**src/rtl/phase_sequencer.sv**
```systemverilog
// Run controller for a one-hot ring counter: syncs the ring to phase 0, steps it for a
// requested number of rotations, and traps any illegal transition in a sticky error state.
module phase_sequencer #(
    parameter int N     = 4,
    parameter int ROT_W = 8
) (
    input  logic             clk,
    input  logic             reset,
    input  logic             start,
    input  logic [ROT_W-1:0] count,
    input  logic [N-1:0]     phase,
    output logic             ring_en,
    output logic [N-1:0]     strobe,
    output logic             busy,
    output logic             done,
    output logic [ROT_W-1:0] rot_count,
    output logic             err
);

    localparam int TW = $clog2(N + 2);

    localparam logic [2:0] IDLE = 3'd0;
    localparam logic [2:0] SYNC = 3'd1;
    localparam logic [2:0] RUN  = 3'd2;
    localparam logic [2:0] DONE = 3'd3;
    localparam logic [2:0] ERR  = 3'd4;

    localparam logic [N-1:0]  PHASE0   = N'(1);
    localparam logic [TW-1:0] TIMER_LAST = TW'(N);

    logic [2:0]       state_q, state_d;
    logic [ROT_W-1:0] target_q, target_d;
    logic [ROT_W-1:0] rot_q, rot_d;
    logic [ROT_W-1:0] rot_inc;
    logic [TW-1:0]    timer_q, timer_d;
    logic [N-1:0]     exp_q, exp_d;
    logic             first_q, first_d;
    logic             phase_onehot;
    logic             step_bad;

    assign phase_onehot = (phase != '0) && ((phase & (phase - N'(1))) == '0);
    // The first RUN cycle has no prior step to compare against.
    assign step_bad     = !first_q && ((phase != exp_q) || !phase_onehot);
    assign rot_inc      = rot_q + ROT_W'(1);

    always_comb begin
        state_d  = state_q;
        target_d = target_q;
        rot_d    = rot_q;
        timer_d  = timer_q;
        exp_d    = exp_q;
        first_d  = first_q;
        unique case (state_q)
            IDLE: begin
                if (start) begin
                    rot_d    = '0;
                    target_d = count;
                    timer_d  = '0;
                    state_d  = (count == '0) ? DONE : SYNC;
                end
            end
            SYNC: begin
                if (phase == PHASE0) begin
                    state_d = RUN;
                    first_d = 1'b1;
                end else begin
                    timer_d = timer_q + TW'(1);
                    if (timer_q == TIMER_LAST) state_d = ERR;
                end
            end
            RUN: begin
                exp_d   = {phase[N-2:0], phase[N-1]};
                first_d = 1'b0;
                if (step_bad) begin
                    state_d = ERR;
                end else if (phase[N-1]) begin
                    rot_d = rot_inc;
                    if (rot_inc == target_q) state_d = DONE;
                end
            end
            DONE:    state_d = IDLE;
            ERR:     state_d = ERR;
            default: state_d = IDLE;
        endcase
    end

    always_ff @(posedge clk) begin
        if (reset) begin
            state_q  <= IDLE;
            target_q <= '0;
            rot_q    <= '0;
            timer_q  <= '0;
            exp_q    <= '0;
            first_q  <= 1'b0;
        end else begin
            state_q  <= state_d;
            target_q <= target_d;
            rot_q    <= rot_d;
            timer_q  <= timer_d;
            exp_q    <= exp_d;
            first_q  <= first_d;
        end
    end

    assign ring_en   = (state_q == RUN) || ((state_q == SYNC) && (phase != PHASE0));
    assign strobe    = (state_q == RUN) ? phase : '0;
    assign busy      = (state_q == SYNC) || (state_q == RUN);
    assign done      = (state_q == DONE);
    assign err       = (state_q == ERR);
    assign rot_count = rot_q;

endmodule

```
**config.mk**
```make
export PLATFORM = sky130hd
export DESIGN_NAME = phase_sequencer
export DESIGN_NICKNAME = d
export VERILOG_FILES = /design/src/rtl/phase_sequencer.sv
export SDC_FILE = /design/constraint.sdc
export NUM_CORES = 1
export LEC_CHECK = 0
export ABC_AREA = 0
export BUFFER_PORTS_ARGS = -buffer_cell sky130_fd_sc_hd__buf_2
export CORE_MARGIN = 4
export CORE_UTILIZATION = 45
export CTS_BUF_LIST = sky130_fd_sc_hd__clkbuf_8
export DETAILED_ROUTE_END_ITERATION = 8
export GPL_ROUTABILITY_DRIVEN = 1
export MAX_ROUTING_LAYER = met4
export PLACE_DENSITY = 0.76
export REMOVE_ABC_BUFFERS = 1
export SYNTH_ARGS = -nofsm -noshare
export SYNTH_HDL_FRONTEND = slang
export SYNTH_SLANG_ARGS = --single-unit
```
**constraint.sdc**
```tcl
create_clock -name clk -period 5.2 [get_ports clk]
set_clock_uncertainty 0.1 [all_clocks]
set_input_delay 0.52 -clock clk [delete_from_list [all_inputs] [get_ports clk]]
set_output_delay 0.52 -clock clk [all_outputs]
set_load 0.02 [all_outputs]
```
==> results.md, run 1 <==
* Number of DRC violations after detailed routing at 0
* Input/output buffers at 30
* Internal power component at 0.291 mW
* Starting density of the core at 48.0%
* Power share of the combinational group at 14.7%
* Count of cells resized by post-cts repair at 0
* H-Tree Level Count at 1
* Data required time at the worst endpoint at 4.58 ns
* Max-cap viol count at 0
* Standard-cell rows at 21
* Minimum period implied by the final worst setup slack at 2.38 ns
* Share of total power in the clock network at 29.9%
* Netlist area before placement at 1640 sq um
* Hold/Removal Path Class: reg2reg
* Total power divided by cell area at 218 nW/um^2
* Via count at 1505
* Post-route setup TNS at 0 ns
* Largest family of logic cells by synthesized area: simple AND/OR/NAND/NOR gates
* Layout Area Growth over Synthesis at 12.2%
* Pre-CTS setup slack at 2.94 ns
* Slew Viols, Final at 0
* FF-to-FF setup slack at 3.07 ns
* Core region area at 3420 sq um
* Number of enable-type register cells in the synthesized netlist at 0
* Total routing usage reported by global routing at 17.6%
* Reg2Reg Capture Point: rot_count[7]
* Share of the synthesized area in the top cell type at 33.0%
* Simple-gate share of the synthesized area at 28.8%
* Launching element of the worst setup path: state_q[1]
* Sink Count at 27
* Synthesis Warnings at 0
* Detailed Route WL at 3560 um
* Number of different library cells in the post-synthesis netlist at 43
* Unrepaired setup endpoints after global routing: no
* Post-CTS repair timing setup buffer count at 0
* Proportion of layout cells with a drive suffix above 1 at 17.7%
* Crit-path cells: nor3b_1 > nand2_1 > inv_1 > buf_2
* Synthesis-stage register bit count at 27
* Biggest fanout along the worst timing path at 9
* Die width at 68.4 um
* Clock tree root buffer cell: sky130_fd_sc_hd__clkbuf_8
* Switching power as a share of total power at 27.4%
* Number of detailed-route iterations in the first pass at 4
* Number of stages on the worst hold path at 2
* Worst supply voltage drop on vdd at 0.150 mV
* Number of nets still failing antenna checks after routing at 0
* Hold-fix buffers at CTS at 0
* GPL Wtd Cong at 0.799
* Overall die area at 4670 sq um
* Static leakage at 0.737 nW
* Maximum clock frequency at 420 MHz
* Slew at the pin with the worst max-slew slack at 0.496 ns
* Routed length per instance at 12.8 um
* Largest stage delay, worst path at 0.52 ns
* Hold path startpoint: target_q[4]
* Crit path setup slack, layout at 2.82 ns
* Buffer and inverter count on the worst path at 2
* Hold-critical path endpoint: target_q[4]
* Clock network latency to the later pin of the worst-skew pair at 0.27 ns
* Half-perimeter wire length after detailed placement at 2680 um
* Pin count of the biggest net entering global routing at 20
* First-pass GRT wire length at 6040 um
* CP max-delay cell: sky130_fd_sc_hd__dfxtp_1
* Kind of cell with the highest combined delay on the critical path: simple AND/OR/NAND/NOR gates
* Switching power at 0.110 mW
* Ys async rst share at 0%
* Total clock buffers created by CTS at 3
* Data arrival time at the worst-slack endpoint at 1.76 ns
* Number of antenna violations at the first check in global routing at 0
* Reg2Reg Depth at 5
* Clock-pin transition on the worst setup and hold timing paths at 0.09 ns
* Reg-to-Reg Start: state_q[1]
* Vias in the first global route at 1277
* TritonCTS clock tree: built
* Multiplexer share of the synthesized area at 0.611%
* Sequential area share after synthesis at 33.0%
* Antenna diode instance count at 0
* DR vias/cell at 5.41
* Outcome: complete, no violations
* Kind of critical path: reg2out
* Flop pwr share at 55.4%
* Area leader, netlist: sky130_fd_sc_hd__dfxtp_1
* Post-Synth XOR/XNOR Area at 5.34%
* Worst setup SP type: register
* Top-level I/O count at 31
* Top post-synthesis cells by area: sky130_fd_sc_hd__dfxtp_1 (33%), sky130_fd_sc_hd__nand2_1 (6.2%), sky130_fd_sc_hd__a21oi_1 (5.8%), sky130_fd_sc_hd__o21ai_0 (4.3%), sky130_fd_sc_hd__nor2_1 (3.7%)
* Die Span Y at 68.4 um
* Final setup violation count at 0
* Remaining global-route overflow at 0
* First DRT Iteration DRCs at 82
* Setup crit end kind: primary output
* Final period util at 45.8%
* Total Nets Final at 251
* Adder-cell share of the synthesized area at 2.29%
* Mean instance size in the synthesized netlist at 7.84 sq um
* Compound-Gate Fraction of Synth Area at 23.5%
* Relative slew slack at 66.8%
* Maximum buffer depth of the clock tree at 2
* Leading register cell type out of synthesis: sky130_fd_sc_hd__dfxtp_1
* Final-layout fill cell count at 360
* Gate Count Post-Synth at 209
* Number of endpoints with negative hold slack in the final report at 0
[registers in the layout (all words and copies together) (netlist names)]
| register | flops |
|---|---|
| exp_q | 4 |
| first_q | 1 |
| rot_count | 8 |
| state_q | 3 |
| target_q | 8 |
| timer_q | 3 |
[Yosys cell counts, drive strengths merged (2+ instances only)]
library cell / n
o21ai: 16
a21oi: 19
dfxtp: 27
clkbuf: 8
and4: 2
nor2b: 4
nand2: 27
o32ai: 2
nor3b: 3
nand3: 6
o31ai: 2
or3: 2
xnor2: 6
ha: 3
a211oi: 2
a31oi: 4
nor2: 16
xor2: 4
nor4: 4
nor3: 7
and3: 2
inv: 14
buf: 3
nand4: 5
and2: 6
[cells by family after synthesis]
logic type / after synthesis
mux: 1
compound gates: 54
simple gates: 89
buf+inv: 25
flops: 27
xor+xnor: 10
fa+ha+maj: 3
[power groups by stage]
stage               Clock [mW]  Sequential (mW)  Combinational [mW]
finish                   0.120            0.222              0.0592
global route             0.137            0.224              0.0660
CTS                      0.125            0.222              0.0594
detailed placement           0            0.227              0.0591
global placement             0            0.227              0.0588
floorplan                    0            0.225              0.0395
[worst min-delay path, cell delays in order (launching register included)]
cell and delay, ns:
sky130_fd_sc_hd__dfxtp_1 0.33, sky130_fd_sc_hd__nand2_1 0.06, sky130_fd_sc_hd__a21oi_1 0.05
[metrics by stage]
stage               util [%]  std cells  cell area, sq um  total power [mW]  hold WS [ns]
global placement        52.5        274              1790             0.285         0.360
global route            53.8        278              1840             0.426         0.379
floorplan                  -        198              1590             0.264         0.342
finish                  53.8        278              1840             0.401         0.379
CTS                     53.8        278              1840             0.407         0.375
detailed placement      52.5        274              1790             0.286         0.366
[cell usage in the layout (no fill, tap or decap), types with 2 or more instances in the layout]
cell / Yosys / final
sky130_fd_sc_hd__a21oi_1: 19 / 19
sky130_fd_sc_hd__and2_1: 6 / 6
sky130_fd_sc_hd__a31oi_1: 4 / 4
sky130_fd_sc_hd__o21ai_0: 14 / 14
sky130_fd_sc_hd__xor2_1: 4 / 4
sky130_fd_sc_hd__nor2_1: 16 / 16
sky130_fd_sc_hd__o21ai_1: 2 / 2
sky130_fd_sc_hd__a211oi_1: 2 / 2
sky130_fd_sc_hd__nor4_1: 4 / 4
sky130_fd_sc_hd__nand4_1: 5 / 5
sky130_fd_sc_hd__o31ai_1: 2 / 2
sky130_fd_sc_hd__nand3_1: 6 / 6
sky130_fd_sc_hd__nor2b_1: 4 / 4
sky130_fd_sc_hd__clkbuf_8: 0 / 3
sky130_fd_sc_hd__o32ai_1: 2 / 2
sky130_fd_sc_hd__or3_1: 2 / 2
sky130_fd_sc_hd__xnor2_1: 6 / 6
sky130_fd_sc_hd__ha_1: 3 / 3
sky130_fd_sc_hd__nor3b_1: 3 / 3
sky130_fd_sc_hd__nor3_1: 7 / 7
sky130_fd_sc_hd__and3_1: 2 / 2
sky130_fd_sc_hd__nand2_1: 27 / 27
sky130_fd_sc_hd__inv_1: 14 / 14
sky130_fd_sc_hd__buf_2: 1 / 30
sky130_fd_sc_hd__and4_1: 2 / 2
sky130_fd_sc_hd__dfxtp_1: 27 / 27
[worst max path at each step]
stage / to / slack (ns) / depth (start not counted)
floorplan: state_q[1] / 3.31 / 5
global placement: rot_count[3] / 3.01 / 6
detailed placement: rot_count[7] / 2.94 / 6
CTS: strobe[3] / 2.83 / 4
global route: strobe[3] / 2.63 / 4
finish: strobe[3] / 2.82 / 4
[final cells by class]
class / count / area, sq um / area share (%)
clock buffers: 3 / 41.3 / 2.24
multi-input cells: 157 / 992 / 53.9
inverters: 14 / 52.6 / 2.86
flip-flops and latches: 27 / 541 / 29.4
repair buffers: 30 / 150 / 8.16
well taps: 46 / 57.6 / 3.13
clock inverters: 1 / 5.00 / 0.272
[per-layer routing]
| metal | up-vias | routed length [um] | GRT usage (%) |
|---|---|---|---|
| li1 | 784 | - | - |
| met1 | 681 | 1790 | 25.2 |
| met2 | 35 | 1540 | 24.5 |
| met3 | 5 | 182 | 2.96 |
| met4 | 0 | 53 | 6.70 |
| met5 | - | 0 | - |
(Power assumes the default switching activity.)
==> run 2, diff against run 1 <==
==> constraint.sdc (replaced) <==
create_clock -name clk -period 2.3 [get_ports clk]
set_clock_uncertainty 0.1 [all_clocks]
set_input_delay 0.23 -clock clk [delete_from_list [all_inputs] [get_ports clk]]
set_output_delay 0.23 -clock clk [all_outputs]
set_load 0.02 [all_outputs]
==> run 2 against run 1 <==
  * Worst hold slack got worse by 0.29 ns
  * Final cell count rose by 1.8%
  * Register-to-register slack got worse by 2.7 ns
  * Sequential share of layout area shrank 0.63 points
  * Combinational power is 150% higher
  * Total power rose by 130%
  * Final area is 2.2% higher
  * First-iteration DRC count fell by 21%
  * Non-clock buffer count is 5 higher
  * Critical path depth is 2 higher
==> results.md, run 2 (synthesized netlist as in run 1, its figures left out) <==
* Outcome: complete, no violations
* FF-to-FF setup slack at 0.41 ns
* Reg-to-Reg Start: rot_count[1]
* Routed length per instance at 12.8 um
* Clock tree root buffer cell: sky130_fd_sc_hd__clkbuf_8
* Worst setup SP type: register
* Post-CTS repair timing setup buffer count at 0
* Slew Viols, Final at 0
* Relative slew slack at 67.0%
* Minimum period implied by the final worst setup slack at 1.89 ns
* DR vias/cell at 5.47
* Top-level I/O count at 31
* Total clock buffers created by CTS at 3
* Standard-cell rows at 21
* Remaining global-route overflow at 0
* Setup crit end kind: register
* Placed cell area at 1830 sq um
* Top library cells by usage in the layout, fill and taps aside: sky130_fd_sc_hd__buf_2 (30), sky130_fd_sc_hd__nand2_1 (27), sky130_fd_sc_hd__dfxtp_1 (27)
* Kind of critical path: reg2reg
* Slew at the pin with the worst max-slew slack at 0.496 ns
* Number of antenna violations at the first check in global routing at 0
* Maximum clock frequency at 528 MHz
* Proportion of layout cells with a drive suffix above 1 at 19.4%
* Sink Count at 27
* GPL Wtd Cong at 0.830
* Final setup violation count at 0
* Count of cells resized by post-cts repair at 0
* Maximum buffer depth of the clock tree at 2
* Total power at 0.918 mW
* Vias in the first global route at 1446
* TritonCTS clock tree: built
* Data required time at the worst endpoint at 2.42 ns
* Number of endpoints with negative hold slack in the final report at 0
* Static leakage at 0.760 nW
* Die Span Y at 68.4 um
* Total area of multi-input combinational cells at 992 sq um
* Number of nets still failing antenna checks after routing at 0
* Max-cap viol count at 0
* Final-layout fill cell count at 350
* Most common cell after layout, fill and taps aside: sky130_fd_sc_hd__buf_2
* Input/output buffers at 30
* First DRT Iteration DRCs at 65
* Launching element of the worst setup path: rot_count[1]
* Final period util at 82.3%
* Clock-pin transition on the worst setup and hold timing paths at 0.09 ns
* Antenna diode instance count at 0
* Hold/Removal Path Class: in2reg
* Unrepaired setup endpoints after global routing: no
* Post-route setup TNS at 0 ns
* Detailed Route WL at 3620 um
* H-Tree Level Count at 1
* Storage element area at 541 sq um
* Via count at 1547
* Total routing usage reported by global routing at 18.1%
* Overall die area at 4670 sq um
* Hold-fix buffers at CTS at 0
* Biggest fanout along the worst timing path at 7
* Number of DRC violations after detailed routing at 0
* Core region area at 3420 sq um
* Worst supply voltage drop on vdd at 0.474 mV
* Starting density of the core at 48.0%
* Hold path startpoint: count[0]
* Die width at 68.4 um
* First-pass GRT wire length at 6200 um
* Clock network latency to the later pin of the worst-skew pair at 0.28 ns
* Pin count of the biggest net entering global routing at 20
* Half-perimeter wire length after detailed placement at 2730 um
* Total Nets Final at 256
* Layout Area Growth over Synthesis at 14.7%
* Design area at 1880 sq um
* Data arrival time at the worst-slack endpoint at 2.01 ns
* Number of detailed-route iterations in the first pass at 4
* Total power divided by cell area at 489 nW/um^2
## run 2: path summary, 6_finish.rpt
path | endpoint | depth (start not counted)
worst max-delay path | state_q[0] | 6
worst min-delay path | target_q[0] | 3
worst max register to register | state_q[0] | 6
worst min register to register | target_q[4] | 2
## run 2: final cells by class
cell class,count,share of cell area [%]
multi-input cells,157,52.8
flip-flops and latches,27,28.8
repair buffers,35,9.99
well taps,46,3.06
inverters,14,2.80
clock buffers,3,2.20
clock inverters,1,0.399
## run 2: critical path: stages, from the launching register on
cell and delay (ns):
sky130_fd_sc_hd__dfxtp_1 0.45, sky130_fd_sc_hd__ha_1 0.27, sky130_fd_sc_hd__and3_1 0.33, sky130_fd_sc_hd__xnor2_1 0.10
sky130_fd_sc_hd__o32ai_1 0.26, sky130_fd_sc_hd__o2111ai_1 0.16, sky130_fd_sc_hd__a21oi_1 0.16
## run 2: routing by layer
metal  GRT usage [%]  routed length [um]  up-vias
li1                -                   -      798
met1            22.6                1780      716
met2            28.6                1640       29
met3            4.11                 157        4
met4            5.96                  35        0
met5               -                   0        -
## run 2: power by group
part / total (mW) / switching [mW] / internal [mW] / leakage [nW]
clock: 0.278 / 0.155 / 0.123 / 0.0217
sequential: 0.495 / 0.0119 / 0.483 / 0.219
combinational: 0.146 / 0.0877 / 0.0582 / 0.519
total: 0.918 / 0.254 / 0.664 / 0.760
## run 2: through the flow
step                      util, %  setup slack (ns)  hold slack [ns]  instances
final                        55.0             0.407           0.0917        283
after global routing         55.0             0.195           0.0706        283
after CTS                    55.0             0.416           0.0812        283
after detailed placement     53.6             0.383            0.371        279
after global placement       53.6             0.440            0.362        279
after floorplan                 -             0.493            0.199        198
==> run 3, diff against run 2 <==
==> constraint.sdc (replaced) <==
create_clock -name clk -period 1.8 [get_ports clk]
set_clock_uncertainty 0.1 [all_clocks]
set_input_delay 0.18 -clock clk [delete_from_list [all_inputs] [get_ports clk]]
set_output_delay 0.18 -clock clk [all_outputs]
set_load 0.02 [all_outputs]
==> run 3 against run 2 <==
  * Setup slack got worse by 0.34 ns
  * Critical path depth shrank 1
  * Global-route usage fell by 0.11 points
  * Largest cell class unchanged
  * Total power rose by 28%
  * Clock-buffer cell count did not move
  * Highest routed layer unchanged
==> results.md, run 3 (synthesized netlist as in run 1, its figures left out) <==
* Pin count of the biggest net entering global routing at 20
* Core region area at 3420 sq um
* Starting density of the core at 48.0%
* Crit-path cells: nor4_2 > a31oi_2 > a21o_4 > or3_1 > a311oi_2
* Clock-pin transition on the worst setup and hold timing paths at 0.09 ns
* Input/output buffers at 30
* Total clock buffers created by CTS at 3
* Final setup violation count at 0
* Number of nets still failing antenna checks after routing at 0
* Slew Viols, Final at 0
* Via count at 1575
* Data arrival time at the worst-slack endpoint at 1.83 ns
* First-pass GRT wire length at 6220 um
* Slew at the pin with the worst max-slew slack at 0.384 ns
* Maximum clock frequency at 575 MHz
* Kind of critical path: reg2reg
* Reg2Reg Capture Point: state_q[1]
* Unrepaired setup endpoints after global routing: yes
* Final Instance Count excl. Fillers at 294
* Layout Area Growth over Synthesis at 21.7%
* Outcome: complete, no violations
* Number of antenna violations at the first check in global routing at 0
* Final period util at 96.6%
* Proportion of layout cells with a drive suffix above 1 at 26.6%
* Number of detailed-route iterations in the first pass at 4
* TritonCTS clock tree: built
* Die width at 68.4 um
* Internal power component at 0.853 mW
* Half-perimeter wire length after detailed placement at 2840 um
* Antenna diode instance count at 0
* Final worst hold slack at 0.0440 ns
* Share of total power in the clock network at 29.5%
* Switching power at 0.323 mW
* Remaining global-route overflow at 0
* Crit path setup slack, layout at 0.0620 ns
* FF-to-FF setup slack at 0.06 ns
* Number of endpoints with negative hold slack in the final report at 0
* Launching element of the worst setup path: exp_q[2]
* Setup crit end kind: register
* First DRT Iteration DRCs at 95
* DR vias/cell at 5.36
* Die Span Y at 68.4 um
* Reg-to-Reg Start: exp_q[2]
* Clock tree root buffer cell: sky130_fd_sc_hd__clkbuf_8
* Standard-cell rows at 21
* Total power at 1.18 mW
* Data required time at the worst endpoint at 1.89 ns
* Most common cell after layout, fill and taps aside: sky130_fd_sc_hd__buf_2
* Max-cap viol count at 0
* CP endpoint: state_q[1]
* Total power divided by cell area at 590 nW/um^2
* Maximum buffer depth of the clock tree at 2
* Routed length per instance at 12.6 um
* Pre-CTS setup slack at -0.0322 ns
* Worst supply voltage drop on vdd at 0.454 mV
* Overall die area at 4670 sq um
* Vias in the first global route at 1457
* Sink Count at 27
* Relative slew slack at 74.4%
* Top library cells by usage in the layout, fill and taps aside: sky130_fd_sc_hd__buf_2 (30), sky130_fd_sc_hd__nand2_1 (27), sky130_fd_sc_hd__dfxtp_1 (25)
* Reg2Reg Depth at 5
* Hold/Removal Path Class: in2reg
* Static leakage at 0.823 nW
* Minimum period implied by the final worst setup slack at 1.74 ns
* Detailed Route WL at 3710 um
* Largest stage delay, worst path at 0.35 ns
* Worst setup SP type: register
* Total Nets Final at 267
* Biggest fanout along the worst timing path at 4
* GPL Wtd Cong at 0.827
* Total routing usage reported by global routing at 17.9%
* Flop pwr share at 53.8%
* Top-level I/O count at 31
* Dpl cells at 289
* Switching power as a share of total power at 27.5%
* Power share of the combinational group at 16.7%
* Clock network latency to the later pin of the worst-skew pair at 0.28 ns
* H-Tree Level Count at 1
* CP max-delay cell: sky130_fd_sc_hd__dfxtp_2
* Utilization after layout at 58.4%
* Number of DRC violations after detailed routing at 0
[run 3: cell types whose count changed in the layout (fill, tap and decap cells not counted), sizes merged]
| cell | previous run | this run |
|---|---|---|
| buf | 35 | 46 |
| clkinv | 0 | 1 |
| clkinvlp | 1 | 0 |
[run 3: routing by layer]
layer	vias to the layer above	GRT usage, %	routed length, um	part of all wire, %
met2	36	27.6	1620	44
met3	5	2.30	178	4.8
met4	0	8.19	59	1.6
met1	717	23.4	1860	50
met5	-	-	0	0
li1	817	-	-	-
[run 3: power by group through the flow]
stage / clock network (mW) / logic, mW / registers (mW)
6_report: 0.347 / 0.196 / 0.633
4_1_cts: 0.361 / 0.193 / 0.632
5_1_grt: 0.379 / 0.218 / 0.635
2_1_floorplan: 0 / 0.114 / 0.649
3_5_place_dp: 0 / 0.192 / 0.646
3_3_place_gp: 0 / 0.190 / 0.645
[run 3: metrics by stage]
step / setup TNS [ns] / area [sq um]
CTS: 0 / 1960
detailed placement: -0.120 / 1910
floorplan: -0.00699 / 1590
finish: 0 / 1990
global placement: -0.292 / 1910
global route: 0 / 1990
[run 3: repair_timing]
item	4_1_cts	5_1_grt
buffers inserted	1	0
pin swaps	1	3
endpoints found under the setup margin	6	13
hold buffers	0	0
resized for setup	0	9
[run 3: area by class of cell]
cell class / instances / area (sq um)
inverter: 14 / 52.6
clock buffer: 3 / 41.3
clock inverter: 1 / 5.00
multi-input combinational: 157 / 1020
sequential: 27 / 543
fill: 316 / 1420
tap: 46 / 57.6
timing repair buffer: 46 / 270
[run 3: worst min path at each step]
stage | startpoint | endpoint | slack [ns] | depth (start not counted)
final | count[1] | target_q[1] | 0.04 | 3
after global routing | count[2] | target_q[2] | 0.05 | 3
after CTS | count[1] | target_q[1] | 0.04 | 3
after detailed placement | count[1] | target_q[1] | 0.34 | 3
after global placement | count[1] | target_q[1] | 0.34 | 3
after floorplan | reset | exp_q[0] | 0.15 | 1
[run 3: critical path: cells and delay by family (launching register included)]
family             cells  cell delay [ns]
and+or+nand+nor        2             0.59
DFF                    1             0.35
AOI/OAI and AO/OA      3             0.63
